===== src/rtl/hack_pkg.sv =====
// Shared types and constants for the Hack CPU control block: FSM states,
// instruction field positions and default widths.
package hack_pkg;

  localparam int unsigned DefWidth  = 16;
  localparam int unsigned DefAwidth = 15;

  localparam int unsigned IrTypeBit = 15;
  localparam int unsigned IrABit    = 12;
  localparam int unsigned IrCompHi  = 11;
  localparam int unsigned IrCompLo  = 6;
  localparam int unsigned IrDestA   = 5;
  localparam int unsigned IrDestD   = 4;
  localparam int unsigned IrDestM   = 3;
  localparam int unsigned IrJumpHi  = 2;
  localparam int unsigned IrJumpLo  = 0;

  typedef enum logic {
    StIdle = 1'b0,
    StExec = 1'b1
  } state_e;

endpackage


===== src/rtl/hack_jump_cond.sv =====
// Jump-condition decode: j1 selects negative, j2 zero, j3 positive results.
module hack_jump_cond (
  input  logic [2:0] i_jump,
  input  logic       i_zr,
  input  logic       i_ng,
  output logic       o_take
);

  assign o_take = (i_jump[2] & i_ng) | (i_jump[1] & i_zr) | (i_jump[0] & ~i_ng & ~i_zr);

endmodule


===== src/rtl/hack_cpu_ctrl.sv =====
// Hack CPU control: fetches one instruction per two cycles, drives the external
// ALU and memory port, and holds the A, D and PC registers.
module hack_cpu_ctrl
  import hack_pkg::*;
#(
  parameter int unsigned WIDTH  = DefWidth,
  parameter int unsigned AWIDTH = DefAwidth
) (
  input  logic              clk,
  input  logic              rst_n,
  input  logic              instr_valid,
  input  logic [WIDTH-1:0]  instr,
  output logic              instr_ready,
  input  logic [WIDTH-1:0]  in_m,
  output logic [WIDTH-1:0]  alu_x,
  output logic [WIDTH-1:0]  alu_y,
  output logic [5:0]        alu_ctrl,
  input  logic [WIDTH-1:0]  alu_out,
  input  logic              alu_zr,
  input  logic              alu_ng,
  output logic [WIDTH-1:0]  out_m,
  output logic              write_m,
  output logic [AWIDTH-1:0] address_m,
  output logic [AWIDTH-1:0] pc
);

  state_e             r_state;
  state_e             w_state_next;
  logic [WIDTH-1:0]   r_a;
  logic [WIDTH-1:0]   r_d;
  logic [WIDTH-1:0]   r_ir;
  logic [AWIDTH-1:0]  r_pc;
  logic [AWIDTH-1:0]  w_pc_inc;
  logic               w_accept;
  logic               w_exec;
  logic               w_is_c;
  logic               w_take;

  assign w_accept = instr_valid && instr_ready;
  assign w_exec   = (r_state == StExec);
  assign w_is_c   = r_ir[IrTypeBit];
  assign w_pc_inc = r_pc + {{(AWIDTH-1){1'b0}}, 1'b1};

  hack_jump_cond u_jump_cond (
    .i_jump (r_ir[IrJumpHi:IrJumpLo]),
    .i_zr   (alu_zr),
    .i_ng   (alu_ng),
    .o_take (w_take)
  );

  always_ff @(posedge clk or negedge rst_n) begin
    if (!rst_n) begin
      r_state <= StIdle;
    end else begin
      r_state <= w_state_next;
    end
  end

  always_comb begin
    w_state_next = r_state;
    unique case (r_state)
      StIdle:  if (w_accept) w_state_next = StExec;
      StExec:  w_state_next = StIdle;
      default: w_state_next = StIdle;
    endcase
  end

  // ALU operands stay live in IDLE; only the control word and strobe are gated.
  always_comb begin
    instr_ready = (r_state == StIdle);
    alu_x       = r_d;
    alu_y       = r_ir[IrABit] ? in_m : r_a;
    alu_ctrl    = 6'b000000;
    write_m     = 1'b0;
    out_m       = alu_out;
    address_m   = r_a[AWIDTH-1:0];
    pc          = r_pc;
    if (w_exec && w_is_c) begin
      alu_ctrl = r_ir[IrCompHi:IrCompLo];
      write_m  = r_ir[IrDestM];
    end
  end

  // Non-blocking updates make a taken jump see A from before any same-cycle A load.
  always_ff @(posedge clk or negedge rst_n) begin
    if (!rst_n) begin
      r_a  <= '0;
      r_d  <= '0;
      r_ir <= '0;
      r_pc <= '0;
    end else begin
      if (w_accept) begin
        r_ir <= instr;
      end
      if (w_exec) begin
        if (!w_is_c) begin
          r_a  <= {1'b0, r_ir[WIDTH-2:0]};
          r_pc <= w_pc_inc;
        end else begin
          if (r_ir[IrDestA]) r_a <= alu_out;
          if (r_ir[IrDestD]) r_d <= alu_out;
          r_pc <= w_take ? r_a[AWIDTH-1:0] : w_pc_inc;
        end
      end
    end
  end

endmodule


===== config.mk =====
export PLATFORM = sky130hd
export DESIGN_NAME = hack_cpu_ctrl
export DESIGN_NICKNAME = d
export VERILOG_FILES = /design/src/rtl/hack_pkg.sv /design/src/rtl/hack_jump_cond.sv /design/src/rtl/hack_cpu_ctrl.sv
export SDC_FILE = /design/constraint.sdc
export NUM_CORES = 1
export LEC_CHECK = 0
export CAP_MARGIN = 25
export CORE_UTILIZATION = 45
export CTS_BUF_LIST = sky130_fd_sc_hd__clkbuf_8
export DETAILED_ROUTE_END_ITERATION = 8
export PLACE_DENSITY = 0.83
export SLEW_MARGIN = 15
export SYNTH_ARGS = -nofsm -noshare
export SYNTH_HDL_FRONTEND = slang
export SYNTH_SLANG_ARGS = --single-unit

===== constraint.sdc =====
create_clock -name clk -period 2.3 [get_ports clk]
set_clock_uncertainty 0.15 [all_clocks]
set_input_delay 0.23 -clock clk [delete_from_list [all_inputs] [get_ports clk]]
set_output_delay 0.23 -clock clk [all_outputs]
set_load 0.01 [all_outputs]

# Word level (Yosys, flattened, before mapping)
# Index checks and enable logic that the tools add are counted.
dict set report op_classes {
  muxes 9
  bitwise_logic 9
  eq_ne 1
  n_addsub 1
  reduce_logical 4
}
# operator count
set ops {}
lappend ops {{16-bit 2-to-1 mux} 3}
lappend ops {{15-bit 2-to-1 mux} 2}
lappend ops {{15-bit by 1-bit adder with 15-bit output (second input constant)} 1}
lappend ops {{6-bit 2-to-1 mux} 1}
lappend ops {{1-bit bitwise AND} 4}
lappend ops {{1-bit inverter} 3}
lappend ops {{3-bit AND reduction} 1}
lappend ops {{1-bit logical AND} 2}
lappend ops {{1-bit 2-to-1 mux} 2}
lappend ops {{2-bit != test (second input constant)} 1}
lappend ops {{1-bit bitwise OR} 2}
lappend ops {{1-bit case mux with 2 select lines} 1}
lappend ops {{2-bit AND reduction} 1}
dict set report word_totals {
  ff_bits 64
  out_inout_bits 86
  inputBits 53
}

# Depth between registers and ports, before layout
# Gate-level depths: netlist of the first run.
dict set report depth {
  ltp_word 6
  mapped_depth 7
  mapped_depth_nobuf 5
}

# Modules after synthesis
# A second synthesis of the first run with hierarchy kept.
dict set report hier_totals {
  hier_cells 319
  hier_area_um2 3388.2
}
# module area_each_um2 seq_area_each_um2 instances cells_each
set modules_own_cells {}
lappend modules_own_cells {hack_cpu_ctrl 3370.7 1601.5 1 317}
lappend modules_own_cells {hack_jump_cond 17.5 0.0 1 2}

# Worst setup path after synthesis of the first run
# Ideal clock, no wire load.
dict set report synth_path {
  path_type {register -> register}
  from {reg r_pc[0] (netlist: pc[0])}
  to {reg r_pc[10] (netlist: pc[10])}
  setup_ps 90
  arrival_ps 1532
  path_stages_with_launch 7
  synth_period_minus_slack_ps 1772
  setup_slack_ps 528
  path_cell_list {dfrtp_1 -> ha_1 -> and3_1 -> buf_2 -> nand4_1 -> or4_1 -> o2111ai_1}
}
dict set report synth_via {
  elab_chain_cells 3
}
# item line_no
set synth_rtl {}
lappend synth_rtl {{start: declaration} hack_cpu_ctrl.sv:32} ;# logic [AWIDTH-1:0] r_pc;
lappend synth_rtl {{start signal: assignment} hack_cpu_ctrl.sv:98} ;# r_pc <= w_pc_inc;
lappend synth_rtl {{start signal: assignment} hack_cpu_ctrl.sv:102} ;# r_pc <= w_take ? r_a[AWIDTH-1:0] : w_pc_inc;
lappend synth_rtl {{15-bit by 1-bit adder with 15-bit output (*)} hack_cpu_ctrl.sv:42} ;# assign w_pc_inc = r_pc + {{(AWIDTH-1){1'b0}}, 1'b1};
lappend synth_rtl {{15-bit 2-to-1 mux} hack_cpu_ctrl.sv:102}
lappend synth_rtl {{15-bit 2-to-1 mux (*)} hack_cpu_ctrl.sv:96} ;# if (!w_is_c) begin
# Mark *: on every way between the ends. The rest lies on a longest branch, timed or not.
# A chain may end at the register's enable or synchronous reset.

# Worst setup path in the final report of the first run
dict set report layout_path {
  from {reg r_state}
  to {out alu_ctrl[5]}
}
dict set report layout_via {
  elab_chain_cells 2
}
# item line_no
set layout_rtl {}
lappend layout_rtl {{start: declaration} hack_cpu_ctrl.sv:27} ;# state_e r_state;
lappend layout_rtl {{start signal: assignment} hack_cpu_ctrl.sv:53} ;# r_state <= StIdle;
lappend layout_rtl {{start signal: assignment} hack_cpu_ctrl.sv:55} ;# r_state <= w_state_next;
lappend layout_rtl {{1-bit logical AND} hack_cpu_ctrl.sv:78} ;# if (w_exec && w_is_c) begin
lappend layout_rtl {{6-bit 2-to-1 mux} hack_cpu_ctrl.sv:78}
lappend layout_rtl {{end: declaration} hack_cpu_ctrl.sv:17} ;# output logic [5:0] alu_ctrl,
# No other way between the ends.

==> results of run 1 <==
registers in the layout, indices dropped and copies added, names as in the netlist:
name and flops:
r_a 16, r_state 1, alu_x 16, pc 15, r_ir 16
cell usage in the layout, fill, tap and decap left out, types with 3 or more instances in the layout:
master             n
a21oi_1            6
a2bb2oi_1          7
and3_1            12
buf_4             12
clkbuf_8           9
clkdlybuf4s50_1  137
clkinv_2           3
dfrtp_1           64
inv_1              7
mux2_2            45
mux2i_1           22
nand2_1           30
nand3_1           12
nand4_1            7
nor2_1             3
nor4_1             3
o21ai_0           24
worst min-delay path: cells and delay by family:
family	cells	cell delay, ns
buffers and inverters	3	0.93
power groups by stage:
stage,combinational (mW),clock (mW),sequential (mW)
2_1_floorplan,0.896,0,1.81
3_3_place_gp,1.82,0,1.79
3_5_place_dp,1.88,0,1.82
4_1_cts,1.89,1.07,1.80
5_1_grt,2.02,1.12,1.86
6_report,1.88,1.06,1.81
path summary, 6_finish.rpt:
path,endpoint,slack (ns)
min reg2reg,alu_x[4]$_DFFE_PN0P_,0.36
max reg2reg,pc[10]$_DFFE_PN0P_,0.31
min,alu_x[8]$_DFFE_PN0P_,0.25
max in group asynchronous,r_ir[4]$_DFFE_PN0P_,1.44
max,alu_ctrl[5],0.15
min in group clk,r_ir[15]$_DFFE_PN0P_,0.30
cell families (layout without fill, tap and decap cells):
kind of cell | count (synthesis) | in the layout | synth area share, %
adders and majority gates | 1 | 1 | 0.363
AOI/OAI and AO/OA | 52 | 52 | 9.42
and+or+nand+nor | 79 | 79 | 12.3
buffers and inverters | 59 | 175 | 10.3
DFF | 64 | 64 | 46.5
muxes | 67 | 67 | 21.1
cell usage after synthesis (2+ instances only):
| cell | number |
|---|---|
| and3_1 | 12 |
| mux2_2 | 45 |
| nor4_1 | 3 |
| nand2_1 | 30 |
| mux2i_1 | 22 |
| a2bb2oi_1 | 7 |
| nor2_1 | 3 |
| buf_4 | 32 |
| a21oi_1 | 6 |
| clkbuf_1 | 10 |
| a211o_1 | 2 |
| nand4b_1 | 2 |
| nand3b_1 | 2 |
| nand3_1 | 12 |
| o21ai_0 | 25 |
| and4_1 | 2 |
| dfrtp_1 | 64 |
| inv_1 | 6 |
| o211ai_1 | 2 |
| nand4_1 | 7 |
| a211oi_1 | 2 |
| buf_2 | 10 |
| nor4b_1 | 2 |
per-layer routing:
layer / vias up / global-route usage, % / routed length, µm
met3: 14 / 5.63 / 611
met4: 0 / 7.65 / 112
met5: - / 0 / 0
met1: 1417 / 31.0 / 3900
met2: 121 / 41.1 / 4590
li1: 1352 / - / -
cell type report:
class	instances	area, µm²	share of cell area, %
flip-flops and latches	64	1600	32.2
repair buffers	153	1520	30.5
multi-input cells	199	1490	30.0
clock buffers	9	124	2.49
well taps	99	124	2.49
clock inverters	7	87.6	1.76
inverters	6	22.5	0.453
through the flow:
step	setup WS, ns	area (µm²)	power (mW)	hold WS (ns)	util (%)
CTS	0.147	4970	4.76	0.285	67.8
floorplan	0.528	3440	2.71	-0.216	-
global route	0.0891	4970	5.00	0.300	67.8
finish	0.153	4970	4.75	0.253	67.8
global placement	0.255	4750	3.62	0.118	64.7
detailed placement	0.215	4750	3.69	0.121	64.7
==> metrics.md, run 1 <==
| Metric | Value |
|---|---|
| Outcome | completed |
| Syn_nets | 376 |
| Synth top area share | 46.5% |
| Residual DRC count | 0 |
| Fin. Hold Viols | 0 |
| First-pass DRT Iterations | 4 |
| Final Non-Filler Cells | 537 |
| Setup violators final | 0 |
| Initial detailed-routing violation count | 192 |
| P per Cell Area | 956 mW/mm² |
| Top Family by Delay on Critical Path | flip-flops |
| Fraction of registers with async set/reset | 100% |
| Distinct cells, synth | 37 |
| Cells after Synth | 322 |
| Number of enable flip-flop cells after synthesis | 0 |
| R2R depth | 5 |
| Switching pwr | 1.57 mW |
| Logic pwr share | 39.6% |
| Cell taking the most area after synthesis | dfrtp_1 |
| Internal power | 3.17 mW |
| Fill cells | 542 |
| Vias per Instance | 5.41 |
| Hold WC Path Type | in2async |
| Crit path launch type | flip-flop |
| Clock Power Share | 22.3% |
| CP endpoint kind | output port |
| Die area | 0.00800 mm² |
| Main area contributors after synthesis | dfrtp_1 47%, mux2_2 15%, buf_4 7.0% |
| Worst path arrival time | 1.77 ns |
| CP startpoint | r_state$_DFF_PN0_ |
| Clock Pin Slew Worst Setup and Hold Paths | 0.07 ns |
| Sequential power share | 38.1% |
| Leak | 2.12 nW |
| Final antenna-violating net count | 0 |
| Cells after DPL | 520 |
| Post_cts resized | 0 |
| Max-slew headroom | 69.0% |
| Number of nets in the layout | 487 |
| Syn Std Cell Area | 0.00344 mm² |
| Total grt overflow | 0 |
| Vias | 2904 |
| #FFs+latches synth | 64 |
| CTS Sinks | 64 |
| Fraction of layout cells with a size suffix above 1 | 17.8% |
| Drt total wl | 9210 µm |
| Max incr delay on CP | 0.63 ns |
| Post-detail-place hpwl | 6690 µm |
| YS warnings | 0 |
| Diodes inserted | 0 |
| Sequential element share of the synthesized area | 46.5% |
| RSZ-0062 raised after global routing | no |
| Worst VDD drop | 0.510 mV |
| Critical-path cell list | and3_1 -> clkdlybuf4s50_1 |
| Hold-fix buffers, CTS | 1 |
| Least-Margin Pin Slew | 0.465 ns |
| Fin crit period | 2.15 ns |
| Type of the worst setup path | reg2out |
| Core footprint | 0.00733 mm² |
| Vias in the first global route | 2865 |
| Port Buffer Count | 138 |
| CTS tree | yes |
| Crit path depth | 2 |
| Switching Share | 33.1% |
| Largest net degree at the start of global routing | 65 |
| Global-route usage over all layers | 24.3% |
| Setup_tns | 0 ns |
| DIE HEIGHT | 89.5 µm |
| P&R area growth vs syn | 44.3% |
| Longest Clk Path Bufs | 2 |
| Routability cong. | 0.837 |
| H-tree depth | 3 |
| Worst EP required | 1.92 ns |
| # rows | 31 |
| Avg Cell Area, Syn | 10.7 µm² |
| Post-synth top flop | dfrtp_1 |
| Routed WL per cell | 17.2 µm |
| First-pass GRT wire length | 14500 µm |
| Antenna violations before repair | 0 |
| Reg2Reg Launch Point | pc[0]$_DFFE_PN0P_ |
| Post-route clock period utilization | 93.4% |
| IO Pins | 139 |
| Clock Latency Late Sink | 0.34 ns |
| Post-CTS setup buffers | 0 |
| Number of CTS-inserted buffers | 9 |
| Max-slew violations | 0 |
| Fmax achieved | 466 MHz |
| Max Cap Viol | 0 |
| Die X | 89.5 µm |
| Initial Utilization | 47.0% |
| CP max FO | 13 |
| CP Buf/Inv Count | 1 |
| Clock root cell | clkbuf_8 |
| Crit-path slowest cell | dfrtp_1 |
Power figures use the tool's default switching activity.
==> inputs of run 2 (changes only) <==
Settings changed: CTS_CLUSTER_SIZE set to 30.
==> results of run 2 <==
Final layout, timing and power as in run 1 (identical DEF).
